`config.mk`:
```
export PLATFORM = sky130hd
export DESIGN_NAME = cic_ctrl_flat
export DESIGN_NICKNAME = d
export VERILOG_FILES = /design/src/rtl/cic_ctrl_if.sv /design/src/rtl/cic_ctrl.sv /design/src/flat_wrapper.sv
export SDC_FILE = /design/constraint.sdc
export NUM_CORES = 1
export LEC_CHECK = 0
export BUFFER_PORTS_ARGS = -buffer_cell sky130_fd_sc_hd__buf_2
export CAP_MARGIN = 20
export CORE_UTILIZATION = 45
export DETAILED_ROUTE_END_ITERATION = 16
export GPL_ROUTABILITY_DRIVEN = 0
export GPL_TIMING_DRIVEN = 0
export MAX_ROUTING_LAYER = met4
export PLACE_DENSITY_LB_ADDON = 0.05
export SLEW_MARGIN = 40
export SYNTH_ARGS = -nofsm -noshare
export SYNTH_HDL_FRONTEND = slang
export SYNTH_SLANG_ARGS = --single-unit
```
`constraint.sdc`:
```
create_clock -name i_clk -period 6.5 [get_ports i_clk]
set_input_delay 0.65 -clock i_clk [delete_from_list [all_inputs] [get_ports i_clk]]
set_output_delay 0.65 -clock i_clk [all_outputs]
set_load 0.1 [all_outputs]
```
`src/rtl/cic_ctrl_if.sv`:
```
// Downstream sample stream of the CIC acquisition controller: data word plus valid/ready handshake.
interface cic_ctrl_if #(
    parameter int unsigned O_WIDTH = 19
);
    logic [O_WIDTH-1:0] o_data;
    logic               o_valid;
    logic               i_ready;

    modport master (output o_data, output o_valid, input i_ready);
    modport slave  (input o_data, input o_valid, output i_ready);
endinterface

```
`src/rtl/cic_ctrl.sv`:
```
// Acquisition controller for one CIC decimator: flush, discard settling samples,
// capture N decimated samples (or run continuously) into a valid/ready stream.
module cic_ctrl #(
    parameter int unsigned O_WIDTH        = 19,
    parameter int unsigned SETTLE_SAMPLES = 5,
    parameter int unsigned FLUSH_CYCLES   = 2,
    parameter int unsigned CNT_BITS       = 8
) (
    input  logic                i_clk,
    input  logic                i_rst_n,
    input  logic                i_start,
    input  logic                i_stop,
    input  logic [CNT_BITS-1:0] i_num_samples,
    input  logic [O_WIDTH-1:0]  i_cic_data,
    input  logic                i_cic_clk,
    output logic                o_cic_en,
    output logic                o_cic_rst,
    output logic                o_busy,
    output logic                o_done,
    output logic                o_overrun,
    cic_ctrl_if.master          stream
);
    localparam logic [CNT_BITS-1:0] FLUSH_LAST  =
        CNT_BITS'((FLUSH_CYCLES > 0) ? FLUSH_CYCLES - 1 : 0);
    localparam logic [CNT_BITS-1:0] SETTLE_LAST =
        CNT_BITS'((SETTLE_SAMPLES > 0) ? SETTLE_SAMPLES - 1 : 0);

    typedef enum logic [2:0] {IDLE, FLUSH, SETTLE, RUN, DRAIN} state_e;

    state_e              state_q, state_d;
    logic                cic_clk_q;
    logic                cic_en_q, cic_en_d;
    logic                cic_rst_q, cic_rst_d;
    logic                busy_q;
    logic                done_q, done_d;
    logic                overrun_q, overrun_d;
    logic                valid_q, valid_d;
    logic [O_WIDTH-1:0]  data_q, data_d;
    logic [CNT_BITS-1:0] num_q, num_d;
    logic [CNT_BITS-1:0] flush_q, flush_d;
    logic [CNT_BITS-1:0] settle_q, settle_d;
    logic [CNT_BITS-1:0] sample_q, sample_d;
    logic                stb;
    logic                xfer;

    assign stb  = i_cic_clk & ~cic_clk_q;
    assign xfer = valid_q & stream.i_ready;

    // State and output registers
    always_ff @(posedge i_clk or negedge i_rst_n) begin
        if (!i_rst_n) begin
            state_q   <= IDLE;
            cic_clk_q <= 1'b0;
            cic_en_q  <= 1'b0;
            cic_rst_q <= 1'b0;
            busy_q    <= 1'b0;
            done_q    <= 1'b0;
            overrun_q <= 1'b0;
            valid_q   <= 1'b0;
            data_q    <= '0;
            num_q     <= '0;
            flush_q   <= '0;
            settle_q  <= '0;
            sample_q  <= '0;
        end else begin
            state_q   <= state_d;
            cic_clk_q <= i_cic_clk;
            cic_en_q  <= cic_en_d;
            cic_rst_q <= cic_rst_d;
            busy_q    <= (state_d != IDLE);
            done_q    <= done_d;
            overrun_q <= overrun_d;
            valid_q   <= valid_d;
            data_q    <= data_d;
            num_q     <= num_d;
            flush_q   <= flush_d;
            settle_q  <= settle_d;
            sample_q  <= sample_d;
        end
    end

    // Next-state and next-output logic
    always_comb begin
        state_d   = state_q;
        cic_en_d  = cic_en_q;
        cic_rst_d = 1'b0;
        done_d    = 1'b0;
        overrun_d = overrun_q;
        valid_d   = valid_q & ~stream.i_ready;
        data_d    = data_q;
        num_d     = num_q;
        flush_d   = flush_q;
        settle_d  = settle_q;
        sample_d  = sample_q;

        case (state_q)
            IDLE: begin
                cic_en_d = 1'b0;
                if (i_start) begin
                    state_d   = FLUSH;
                    cic_rst_d = 1'b1;
                    num_d     = i_num_samples;
                    overrun_d = 1'b0;
                    valid_d   = 1'b0;
                    flush_d   = '0;
                    settle_d  = '0;
                    sample_d  = '0;
                end
            end
            FLUSH: begin
                cic_en_d  = 1'b0;
                cic_rst_d = 1'b1;
                flush_d   = flush_q + CNT_BITS'(1);
                if (flush_q == FLUSH_LAST) begin
                    cic_rst_d = 1'b0;
                    cic_en_d  = 1'b1;
                    state_d   = (SETTLE_SAMPLES == 0) ? RUN : SETTLE;
                end
            end
            SETTLE: begin
                cic_en_d = 1'b1;
                if (stb) begin
                    settle_d = settle_q + CNT_BITS'(1);
                    if (settle_q == SETTLE_LAST) state_d = RUN;
                end
            end
            RUN: begin
                cic_en_d = 1'b1;
                if (stb) begin
                    sample_d = sample_q + CNT_BITS'(1);
                    if (!valid_q || stream.i_ready) begin
                        data_d  = i_cic_data;
                        valid_d = 1'b1;
                    end else begin
                        overrun_d = 1'b1;
                    end
                    // Continuous mode (N=0) never matches; the counter just wraps
                    if ((num_q != '0) && (sample_d == num_q)) begin
                        state_d  = DRAIN;
                        cic_en_d = 1'b0;
                    end
                end
            end
            DRAIN: begin
                cic_en_d = 1'b0;
                if (!valid_q || xfer) begin
                    state_d = IDLE;
                    done_d  = 1'b1;
                end
            end
            default: begin
                state_d  = IDLE;
                cic_en_d = 1'b0;
            end
        endcase

        // Abort overrides everything, including a coincident start
        if ((state_q != IDLE) && i_stop) begin
            state_d   = IDLE;
            cic_en_d  = 1'b0;
            cic_rst_d = 1'b0;
            valid_d   = 1'b0;
            done_d    = 1'b0;
        end
    end

    assign o_cic_en       = cic_en_q;
    assign o_cic_rst      = cic_rst_q;
    assign o_busy         = busy_q;
    assign o_done         = done_q;
    assign o_overrun      = overrun_q;
    assign stream.o_data  = data_q;
    assign stream.o_valid = valid_q;
endmodule

```
`src/flat_wrapper.sv`:
```
// flat-port wrapper written by rule: the top's interface ports become plain ports
module cic_ctrl_flat 
#(
    parameter int unsigned O_WIDTH        = 19,
    parameter int unsigned SETTLE_SAMPLES = 5,
    parameter int unsigned FLUSH_CYCLES   = 2,
    parameter int unsigned CNT_BITS       = 8
)
  (i_clk, i_rst_n, i_start, i_stop, i_num_samples, i_cic_data, i_cic_clk, o_cic_en, o_cic_rst, o_busy, o_done, o_overrun, stream_o_data, stream_o_valid, stream_i_ready);
  cic_ctrl_if #(.O_WIDTH(O_WIDTH)) stream_i ();
  input  logic i_clk;
  input  logic i_rst_n;
  input  logic i_start;
  input  logic i_stop;
  input  logic [CNT_BITS-1:0] i_num_samples;
  input  logic [O_WIDTH-1:0] i_cic_data;
  input  logic i_cic_clk;
  output logic o_cic_en;
  output logic o_cic_rst;
  output logic o_busy;
  output logic o_done;
  output logic o_overrun;
  output wire logic [$bits(stream_i.o_data)-1:0] stream_o_data;
  output wire logic [$bits(stream_i.o_valid)-1:0] stream_o_valid;
  input wire logic [$bits(stream_i.i_ready)-1:0] stream_i_ready;
  assign stream_o_data = stream_i.o_data;
  assign stream_o_valid = stream_i.o_valid;
  assign stream_i.i_ready = stream_i_ready;
  cic_ctrl #(.O_WIDTH(O_WIDTH), .SETTLE_SAMPLES(SETTLE_SAMPLES), .FLUSH_CYCLES(FLUSH_CYCLES), .CNT_BITS(CNT_BITS)) u_core (.i_clk(i_clk), .i_rst_n(i_rst_n), .i_start(i_start), .i_stop(i_stop), .i_num_samples(i_num_samples), .i_cic_data(i_cic_data), .i_cic_clk(i_cic_clk), .o_cic_en(o_cic_en), .o_cic_rst(o_cic_rst), .o_busy(o_busy), .o_done(o_done), .o_overrun(o_overrun), .stream(stream_i));
endmodule
```
==> results.tsv, run 1 <==
metric	value	unit
vias_per_cell	5.186	
clk_pin_slew	0.06	ns
start_kind	input port	
num-fill-cells	581	
ys_warn_count	0	
start_util	46.61	%
syn_inst	280	
worst_path_largest_cell_delay	0.45	ns
endpoint_kind	flop	
cts-resized-gates	0	
clock-root-buffer	clkbuf_8	
postSynthNetCount	318	
crit_slowest_cell	nor2_2	
grt_max_degree	62	
yosysSeqAreaShare	51.87	%
first_pass_grt_wire_length	10070	um
most_used_cell_along_the_critical_path	buf_2	
yosys.cell_types.count	53	
dieHeight	82.87	um
worst_r2r_path_depth	5	
outcome	finished, final reports clean	
worstReg2RegStart	u_core.cic_clk_q$_DFF_PN0_	
period_minus_slack	2.406	ns
route.vias.total	2230	
io_buffer_count	57	
setup-violations-final	0	
grt_use_total	19.29	%
floorplan.core_area	6314	um^2
post-route-period-util	37.02	%
num_antenna_cells	0	
finalPower	1.536	mW
clockBufferDepth	2	
r2r-end	u_core.stream.o_data[6]$_DFFE_PN0P_	
drt-wirelength-per-cell	13.70	um
finalHoldViolations	0	
count_of_hold_buffers_inserted_by_post_cts_repair	0	
fin_skew	0.01003	ns
area.growth.synth_to_final	19.22	%
cts.repair_timing.setup_buffer_count	0	
worst-path-max-fanout	10	
finalSetupTns	0	ns
critPathArrivalTime	2.62	ns
antenna_violations_before_repair	0	
chipWidth	82.87	um
critical_path.cell_chain	buf_2, nor2b_1, nand3b_1, nor2_2, buf_2, mux2_2	
detailedPlacementHpwl	4069	um
worst_hold_path_type	input port to async pin	
worstMarginPinSlew	0.7482	ns
post-route-drc-count	0	
power.density	437.8	nW/um^2
floorplan.rows	29	
crit_required	6.71	ns
max-cap-violations	0	
yosys_register_bits	61	
category_of_the_most_critical_setup_path	input port to flop	
clkLatencyLatePin	0.34	ns
rsz0062_at_grt	false	
asr_flop_ratio_synth	100.0	%
worst_vdd_drop	0.3195	mV
power.static_leakage	1.757	nW
htreeDepth	3	
synthFlopType	dfrtp_1	
synth_enable_flop_cells	0	
first_iter_violations	132	
final_max_slew_viol_count	0	
syn_avg_cell_area	10.51	um^2
wl	5893	um
cts_buffers	9	
first_global_vias	2136	
area_enclosed_by_the_die_boundary	6867	um^2
final_layout_size_suffix_gt1_share	31.16	%
final_nets	386	
post_synth_instance_area	2943	um^2
max-slew-margin-rel	50.02	%
first_pass_iters	4	
globalRouteOverflowTotal	0	
clock_tree_from_tritoncts	built	
num_io_pins	58	
max_freq	415.5	MHz
r2r_slack	4.13	ns
antenna_violating_nets_post_route	0	
tritoncts_num_sinks	61	
Yosys cell counts, types with 5 or more instances:
library cell | number | area share (%)
ha_1 | 5 | 2.1
nand3_1 | 8 | 1.4
xor2_1 | 7 | 2.1
o21ai_0 | 20 | 3.4
nand2_1 | 48 | 6.1
nor2_1 | 17 | 2.2
xnor2_1 | 6 | 1.8
dfrtp_1 | 61 | 52
nand4_1 | 6 | 1.3
mux2_2 | 20 | 7.7
clkbuf_1 | 5 | 0.64
how the worst max path moves through the flow:
stage	start	end	slack, ns	depth (start not counted)
2_1_floorplan	u_core.stream.o_valid$_DFF_PN0_	u_core.stream.o_data[0]$_DFFE_PN0P_	4.37	4
3_3_place_gp	i_cic_clk	u_core.stream.o_data[3]$_DFFE_PN0P_	3.78	6
3_5_place_dp	i_cic_clk	u_core.stream.o_data[6]$_DFFE_PN0P_	3.76	6
4_1_cts	i_cic_clk	u_core.stream.o_data[6]$_DFFE_PN0P_	4.10	6
5_1_grt	i_cic_clk	u_core.stream.o_data[4]$_DFFE_PN0P_	3.93	6
6_report	i_cic_clk	u_core.stream.o_data[6]$_DFFE_PN0P_	4.09	6
logic make-up (layout without fill, tap and decap cells):
logic type,after synthesis,in the layout,synth area share [%]
AOI/OAI and AO/OA,45,45,10.16
xor gates and xnor gates,13,13,3.869
adders and majority gates,5,5,2.126
buffers and inverters,14,87,2.168
DFF,61,61,51.87
muxes,23,23,8.674
and+or+nand+nor,119,119,21.13
worst max-delay path: cells and delay by family:
kind                   cells  cell delay, ns
and+or+nand+nor            3            1.17
muxes                      1            0.37
buffers and inverters      2            0.42
area by class of cell:
cell class / count / area [um^2] / area share, %
clock buffers: 12 / 155.1 / 4.422
flip-flops and latches: 61 / 1526 / 43.51
plain buffers: 10 / 48.80 / 1.391
well taps: 77 / 96.34 / 2.746
multi-input cells: 205 / 1353 / 38.55
clock inverters: 4 / 22.52 / 0.6419
inverters: 4 / 15.01 / 0.4280
repair buffers: 57 / 291.5 / 8.310
stage by stage:
step | std cells | cell area (um^2) | utilization, % | setup WS [ns] | hold WS, ns
after floorplan | 280 | 2943 | - | 4.373 | 0.3544
after global placement | 414 | 3324 | 52.66 | 3.780 | 0.4728
after detailed placement | 414 | 3327 | 52.70 | 3.759 | 0.4787
after CTS | 430 | 3505 | 55.51 | 4.099 | 0.4144
after global routing | 430 | 3508 | 55.57 | 3.930 | 0.3147
final | 430 | 3508 | 55.57 | 4.094 | 0.2707
registers in the layout (all words and copies together) (netlist names), 3 cells and up:
name and cells:
u_core.num_q 8, u_core.settle_q 8, u_core.stream.o_data 19, u_core.flush_q 8, u_core.state_q 3, u_core.sample_q 8
where the power goes:
group          total (mW)  switching [mW]  leakage [nW]  internal [mW]
sequential          0.525          0.0569         0.822          0.468
combinational       0.710           0.562         0.843          0.148
clock               0.301           0.144        0.0921          0.157
total                1.54           0.763          1.76          0.773
routing by layer:
metal	wire (um)	GRT usage (%)	up-vias
li1	-	-	1133
met1	2904	25.51	1030
met2	2576	27.94	58
met3	313	5.964	9
met4	98	7.210	0
met5	0	-	-
placed cells by master, fill, tap and decap left out, types with 2 or more instances in the layout:
master	Yosys	layout
clkbuf_8	0	11
nand3b_1	2	2
a31oi_1	4	4
o31a_1	2	2
mux2_2	20	20
nand4_1	6	6
clkinv_2	0	3
and2_1	4	4
a21oi_1	3	3
o21ai_0	20	20
nand3_1	8	8
or3_1	2	2
nor2b_1	3	3
nor3b_1	4	4
mux2i_1	3	3
xor2_1	7	7
o31ai_1	3	3
nand2_1	48	48
nor2_1	17	17
and3_1	3	3
nor3_1	4	4
dfrtp_1	61	61
inv_1	4	4
buf_4	2	2
ha_1	5	5
a211o_1	2	2
clkbuf_1	5	6
buf_2	3	59
xnor2_1	6	6
nor4_1	4	4
Power figures use the tool's default switching activity.
==> run 2, diff against run 1 <==
clock period = 2.19 ns   (was 6.5 ns; I/O delays follow)
==> results.tsv, run 2 (synthesis results as in run 1) <==
metric	value	unit	change
use_met2	28.09	%	+0.15 points
swShare	49.63	%	about the same
worst_hold_path_type	input port to flop		
category_of_the_most_critical_setup_path	flop to flop		
final_max_slew_viol_count	0		unchanged
finalPower	4.572	mW	+200%
finalSetupTns	0	ns	unchanged
max_freq	483.0	MHz	
antenna_violations_before_repair	0		unchanged
finalHoldViolations	0		unchanged
crit_required	2.41	ns	-4.30 ns
hold_ws	0.07311	ns	-0.1976 ns
worst_hold_path.endpoint	u_core.num_q[6]$_DFFE_PN0P_		
met1_usage	25.59	%	+0.082 points
chipWidth	82.87	um	unchanged
seqCellArea	1528	um^2	about the same
worst_path_largest_cell_delay	0.43	ns	-0.02 ns
clockBufferDepth	2		unchanged
first_global_vias	2144		+0.37%
power.static_leakage	1.778	nW	+1.2%
floorplan.core_area	6314	um^2	unchanged
power.density	1277	nW/um^2	+190%
final_nets	391		+1.3%
io_buffer_count	57		unchanged
critPathArrivalTime	2.29	ns	-0.33 ns
max-slew-margin-rel	59.68	%	+9.7 points
r2r_slack	0.12	ns	-4.01 ns
num-fill-cells	580		-0.17%
worstMarginPinSlew	0.6023	ns	-0.1458 ns
largest_register_ffs	19		unchanged
clkLatencyLatePin	0.33	ns	about the same
worst_vdd_drop	0.9518	mV	+200%
grt_use_met3	5.964	%	unchanged
p_int	2.303	mW	+200%
worst_hold_path.num_cells	3		
clock_tree_from_tritoncts	built		
p_seq_share	34.1	%	about the same
vias_per_cell	5.189		about the same
r2r-end	u_core.state_q[1]$_DFF_PN0_		
htreeDepth	3		unchanged
post-route-period-util	94.54	%	
cts_buffers	9		unchanged
start_point_of_the_worst_min_delay_path	i_num_samples[6]		
period_minus_slack	2.070	ns	
route.vias.total	2257		+1.2%
layout_commonest_cell	dfrtp_1		
setup-violations-final	0		unchanged
crit_slowest_cell	dfrtp_1		
clk_pin_slew	0.07	ns	about the same
endpoint_kind	flop		
worstReg2RegStart	u_core.sample_q[1]$_DFFE_PN0P_		
most-common-layout-cells	60 x dfrtp_1, 59 x buf_2, 47 x nand2_1		
worst-path-max-fanout	5		-5
netSwitchingPower	2.269	mW	+200%
rsz0062_at_grt	false		
first_pass_iters	4		unchanged
globalRouteOverflowTotal	0		unchanged
num_io_pins	58		unchanged
first_iter_violations	156		+18%
share_clk_of_total_power	19.5	%	about the same
start_kind	flop		
grt_use_total	19.36	%	+0.071 points
outcome	finished, final reports clean		
tritoncts_num_sinks	61		unchanged
start_util	46.61	%	unchanged
antenna_violating_nets_post_route	0		unchanged
dieHeight	82.87	um	unchanged
num_antenna_cells	0		unchanged
detailedPlacementHpwl	4069	um	unchanged
area_enclosed_by_the_die_boundary	6867	um^2	unchanged
post-route-drc-count	0		unchanged
p_comb_share	46.4	%	+0.2 points
area.growth.synth_to_final	21.64	%	
grt_max_degree	62		unchanged
wl	5917	um	+0.41%
worst_r2r_path_depth	6		+1
drt-wirelength-per-cell	13.60	um	-0.75%
final_layout_size_suffix_gt1_share	32.96	%	+1.8 points
first_pass_grt_wire_length	10110	um	+0.34%
fin_skew	0.01068	ns	+0.0006487 ns
grt_busiest_layer	met2		
clock-root-buffer	clkbuf_8		
multi_input_gate_area	1380	um^2	+2.0%
critical_path.cell_chain	ha_4, nand3_2, or3_1, a221o_1, or2_4, o31a_1		
floorplan.rows	29		unchanged
max-cap-violations	0		unchanged
## run 2: metal layers
metal	share of wire, %	up-vias	wire, um
li1	-	1144	-
met1	49	1046	2912
met2	44	58	2617
met3	4.9	9	287
met4	1.7	0	100
met5	0	-	0
## run 2: power groups by stage
stage / sequential [mW] / clock [mW] / combinational, mW
2_1_floorplan: 2.76 / 0 / 0.551
4_1_cts: 1.56 / 0.922 / 2.13
3_5_place_dp: 1.58 / 0 / 2.12
5_1_grt: 1.60 / 0.985 / 2.25
3_3_place_gp: 1.57 / 0 / 2.10
6_report: 1.56 / 0.891 / 2.12
## run 2: per-stage QoR
stage / worst slack, ns / area, um^2 / cells / utilization [%]
floorplan: 0.06315 / 2943 / 280 / -
finish: 0.1196 / 3580 / 435 / 56.70
global route: 0.02068 / 3580 / 435 / 56.70
global placement: -0.1296 / 3324 / 414 / 52.66
CTS: 0.06152 / 3541 / 432 / 56.08
detailed placement: -0.1572 / 3327 / 414 / 52.70
## run 2: worst max-delay path by stage
stage                     slack, ns                             from                                  end  cells past startpoint
after CTS                      0.06   u_core.sample_q[0]$_DFFE_PN0P_          u_core.state_q[2]$_DFF_PN0_                      6
after global routing           0.02      u_core.state_q[1]$_DFF_PN0_       u_core.settle_q[7]$_DFFE_PN0P_                      6
after global placement        -0.13       u_core.cic_clk_q$_DFF_PN0_  u_core.stream.o_data[3]$_DFFE_PN0P_                      5
after floorplan                0.06  u_core.stream.o_valid$_DFF_PN0_  u_core.stream.o_data[0]$_DFFE_PN0P_                      4
after detailed placement      -0.16       u_core.cic_clk_q$_DFF_PN0_  u_core.stream.o_data[6]$_DFFE_PN0P_                      5
final                          0.12   u_core.sample_q[1]$_DFFE_PN0P_          u_core.state_q[1]$_DFF_PN0_                      6
## run 2: area by class of cell
cell class,instances,area share (%)
plain buffers,10,1.363
multi-input cells,205,38.55
repair buffers,62,9.332
inverters,4,0.4194
well taps,77,2.691
flip-flops and latches,61,42.68
clock inverters,4,0.6292
clock buffers,12,4.334
## run 2: worst max-delay path: cells and delay by family, from the launching register on
kind,cells,cell delay (ns)
simple gates,3,0.70
compound gates,2,0.63
fa+ha+maj,1,0.19
flops,1,0.43
## run 2: repair_timing
| item | 4_1_cts | 5_1_grt |
|---|---|---|
| pin swaps | 0 | 1 |
| hold buffers | 2 | 0 |
| endpoints found under the hold margin | 62 | 0 |
| gates resized for setup | 5 | 2 |
| setup buffers | 0 | 3 |
| setup endpoints to repair | 21 | 14 |
==> run 3, diff against run 2 <==
ABC_AREA = 1   (was not set)
REMOVE_ABC_BUFFERS = 1   (was not set)
==> results.tsv, run 3 <==
metric	value	unit	change
syn_inst	330		+18%
floorplan.core_area	6350	um^2	+0.57%
cts.repair_timing.setup_buffer_count	0		unchanged
clkLatencyLatePin	0.34	ns	about the same
yosys_register_bits	61		unchanged
yosysSeqAreaShare	51.46	%	-0.42 points
post-route-period-util	90.22	%	-4.3 points
first_pass_grt_wire_length	10560	um	+4.5%
globalRouteOverflowTotal	0		unchanged
asr_flop_ratio_synth	100.0	%	unchanged
ys_top_cells_by_area	dfrtp_1 51%, nand2_1 8.9%, inv_1 5.8%, mux2_4 5.1%, o21ai_0 3.9%		
max-cap-violations	0		unchanged
post-route-drc-count	0		unchanged
post_synth_instance_area	2967	um^2	+0.81%
final_nets	435		+11%
cts_buffers	9		unchanged
synth_top_cell_area_share	51.46	%	-0.42 points
floorplan.rows	29		unchanged
final_layout_size_suffix_gt1_share	29.10	%	-3.9 points
dieHeight	83.20	um	+0.40%
tritoncts_num_sinks	61		unchanged
period_minus_slack	1.976	ns	-0.09467 ns
clock-root-buffer	clkbuf_8		
detailedPlacementHpwl	4348	um	+6.8%
crit_required	2.42	ns	about the same
chipWidth	83.20	um	+0.40%
swShare	49.68	%	+0.056 points
outcome	finished, final reports clean		
synth_enable_flop_cells	0		unchanged
netSwitchingPower	2.593	mW	+14%
finalSetupTns	0	ns	unchanged
clk_pin_slew	0.08	ns	about the same
p_int	2.627	mW	+14%
worst-path-max-fanout	8		+3
ys_warn_count	0		unchanged
worst_hold_path_type	input port to flop		
first_iter_violations	120		-23%
vias_per_cell	4.804		-7.4%
synthFlopType	dfrtp_1		
p_comb_share	47.9	%	+1.5 points
antenna_violating_nets_post_route	0		unchanged
largest_register_ffs	19		unchanged
io_buffer_count	57		unchanged
crit_slowest_cell	dfrtp_2		
grt_use_total	20.03	%	+0.67 points
critical_path.cell_chain	ha_1, inv_1, nand2_1, nand2_1, nor2_1, nand2_1, nor2_1, nand3_1, nor2_2, nand4_1, nand2_1, nand2_1, nand2_2, nand3_2		
clock_tree_from_tritoncts	built		
most-common-layout-cells	70 x nand2_1, 60 x dfrtp_1, 56 x buf_2		
yosys.cell_types.count	29		-45%
final_max_slew_viol_count	0		unchanged
worstMarginPinSlew	0.6999	ns	+0.09756 ns
final_cell_area	3577	um^2	about the same
area.growth.synth_to_final	20.58	%	
first_global_vias	2268		+5.8%
worst_r2r_path_depth	14		+8
setup-violations-final	0		unchanged
syn_avg_cell_area	8.990	um^2	-14%
max-slew-margin-rel	53.29	%	-6.4 points
p_seq_share	31.0	%	-3.1 points
most_used_cell_along_the_critical_path	nand2_1		
htreeDepth	3		unchanged
area_enclosed_by_the_die_boundary	6921	um^2	+0.80%
drt-wirelength-per-cell	12.47	um	-8.3%
category_of_the_most_critical_setup_path	flop to flop		
endpoint_kind	flop		
share_clk_of_total_power	21.1	%	+1.6 points
worst_vdd_drop	1.146	mV	+20%
power.static_leakage	1.909	nW	+7.3%
finalHoldViolations	0		unchanged
wl	5974	um	+0.96%
layout_commonest_cell	nand2_1		
placed_cell_area	3351	um^2	+0.71%
max_freq	506.1	MHz	+4.8%
first_pass_iters	4		unchanged
start_kind	flop		
worst_path_largest_cell_delay	0.47	ns	+0.04 ns
power.density	1459	nW/um^2	+14%
num_antenna_cells	0		unchanged
start_util	46.72	%	+0.11 points
cell_taking_the_most_area_after_synthesis	dfrtp_1		
clockBufferDepth	2		unchanged
worst_hold_path.num_cells	1		-2
num_io_pins	58		unchanged
synth_top_cells_by_count	70 x nand2_1, 61 x dfrtp_1, 46 x inv_1, 27 x nor2_1, 23 x o21ai_0		
route.vias.total	2301		+1.9%
post-synth-top-count-cell	nand2_1		
critPathArrivalTime	2.21	ns	-0.08 ns
antenna_violations_before_repair	0		unchanged
rsz0062_at_grt	false		
grt_max_degree	34		-45%
fin_skew	0.01250	ns	+0.001823 ns
-- run 3: critical path: cells and delay by family, from the launching register on --
| family | cells | cell delay, ns |
|---|---|---|
| flip-flops | 1 | 0.47 |
| buffers and inverters | 1 | 0.05 |
| AND/OR/NAND/NOR | 12 | 1.01 |
| adder cells (fa/ha/maj) | 1 | 0.32 |
-- run 3: kinds of logic (layout without fill, tap and decap cells) --
logic type / count (synthesis) / after routing / synth area share (%)
flip-flops: 61 / 61 / 51.45
XOR/XNOR: 2 / 2 / 0.5906
adder cells (fa/ha/maj): 5 / 5 / 2.109
multiplexers: 19 / 19 / 8.477
AO/OA/AOI/OAI: 46 / 46 / 8.225
AND/OR/NAND/NOR: 141 / 141 / 21.76
buffers and inverters: 56 / 128 / 7.381
-- run 3: metal layers --
layer | global-route usage [%] | vias up | wire length [um]
met5 | - | - | 0
met4 | 8.464 | 0 | 100
met3 | 3.579 | 9 | 129
met2 | 31.00 | 23 | 2924
met1 | 26.03 | 1074 | 2820
li1 | - | 1195 | -
-- run 3: through the flow --
stage	power, mW	setup WS [ns]	hold WS, ns	instances	util [%]
finish	5.220	0.2143	0.007203	479	56.34
global route	5.525	0.03755	0.001368	479	56.34
CTS	5.267	0.1734	0.003422	479	56.32
detailed placement	4.153	0.1794	0.1736	462	52.77
global placement	4.119	0.2169	0.3607	461	52.41
floorplan	3.681	0.2278	-0.07659	327	-
-- run 3: repair_timing --
action                                  in CTS  in global routing
resized for setup                            0                  1
endpoints found under the hold margin       28                  0
hold buffers                                 1                  0
endpoints found under the setup margin       0                  1
-- run 3: power by group through the flow --
stage	clock, mW	combinational (mW)	sequential (mW)
floorplan	0	0.818	2.86
global placement	0	2.49	1.63
detailed placement	0	2.52	1.63
CTS	1.12	2.53	1.62
global route	1.17	2.70	1.66
finish	1.10	2.50	1.62
-- run 3: cell type report --
cell class	instances	area [um^2]
inverters	53	198.9
clock buffers	10	127.6
flip-flops and latches	61	1528
multi-input cells	213	1221
well taps	77	96.34
repair buffers	59	317.8
fillers	605	2773
clock inverters	6	87.58
-- run 3: final timing paths --
path                                                start                              to  slack, ns
min in group asynchronous                         i_rst_n     u_core.num_q[4]$_DFFE_PN0P_       0.35
hold / removal                                  i_cic_clk      u_core.cic_clk_q$_DFF_PN0_      0.007
hold reg to reg              u_core.o_overrun$_DFFE_PN0P_    u_core.o_overrun$_DFFE_PN0P_       0.50
setup / recovery           u_core.sample_q[0]$_DFFE_PN0P_         u_core.o_busy$_DFF_PN0_       0.21
setup reg to reg           u_core.sample_q[0]$_DFFE_PN0P_         u_core.o_busy$_DFF_PN0_       0.21
max in group asynchronous                         i_rst_n  u_core.sample_q[0]$_DFFE_PN0P_       1.33
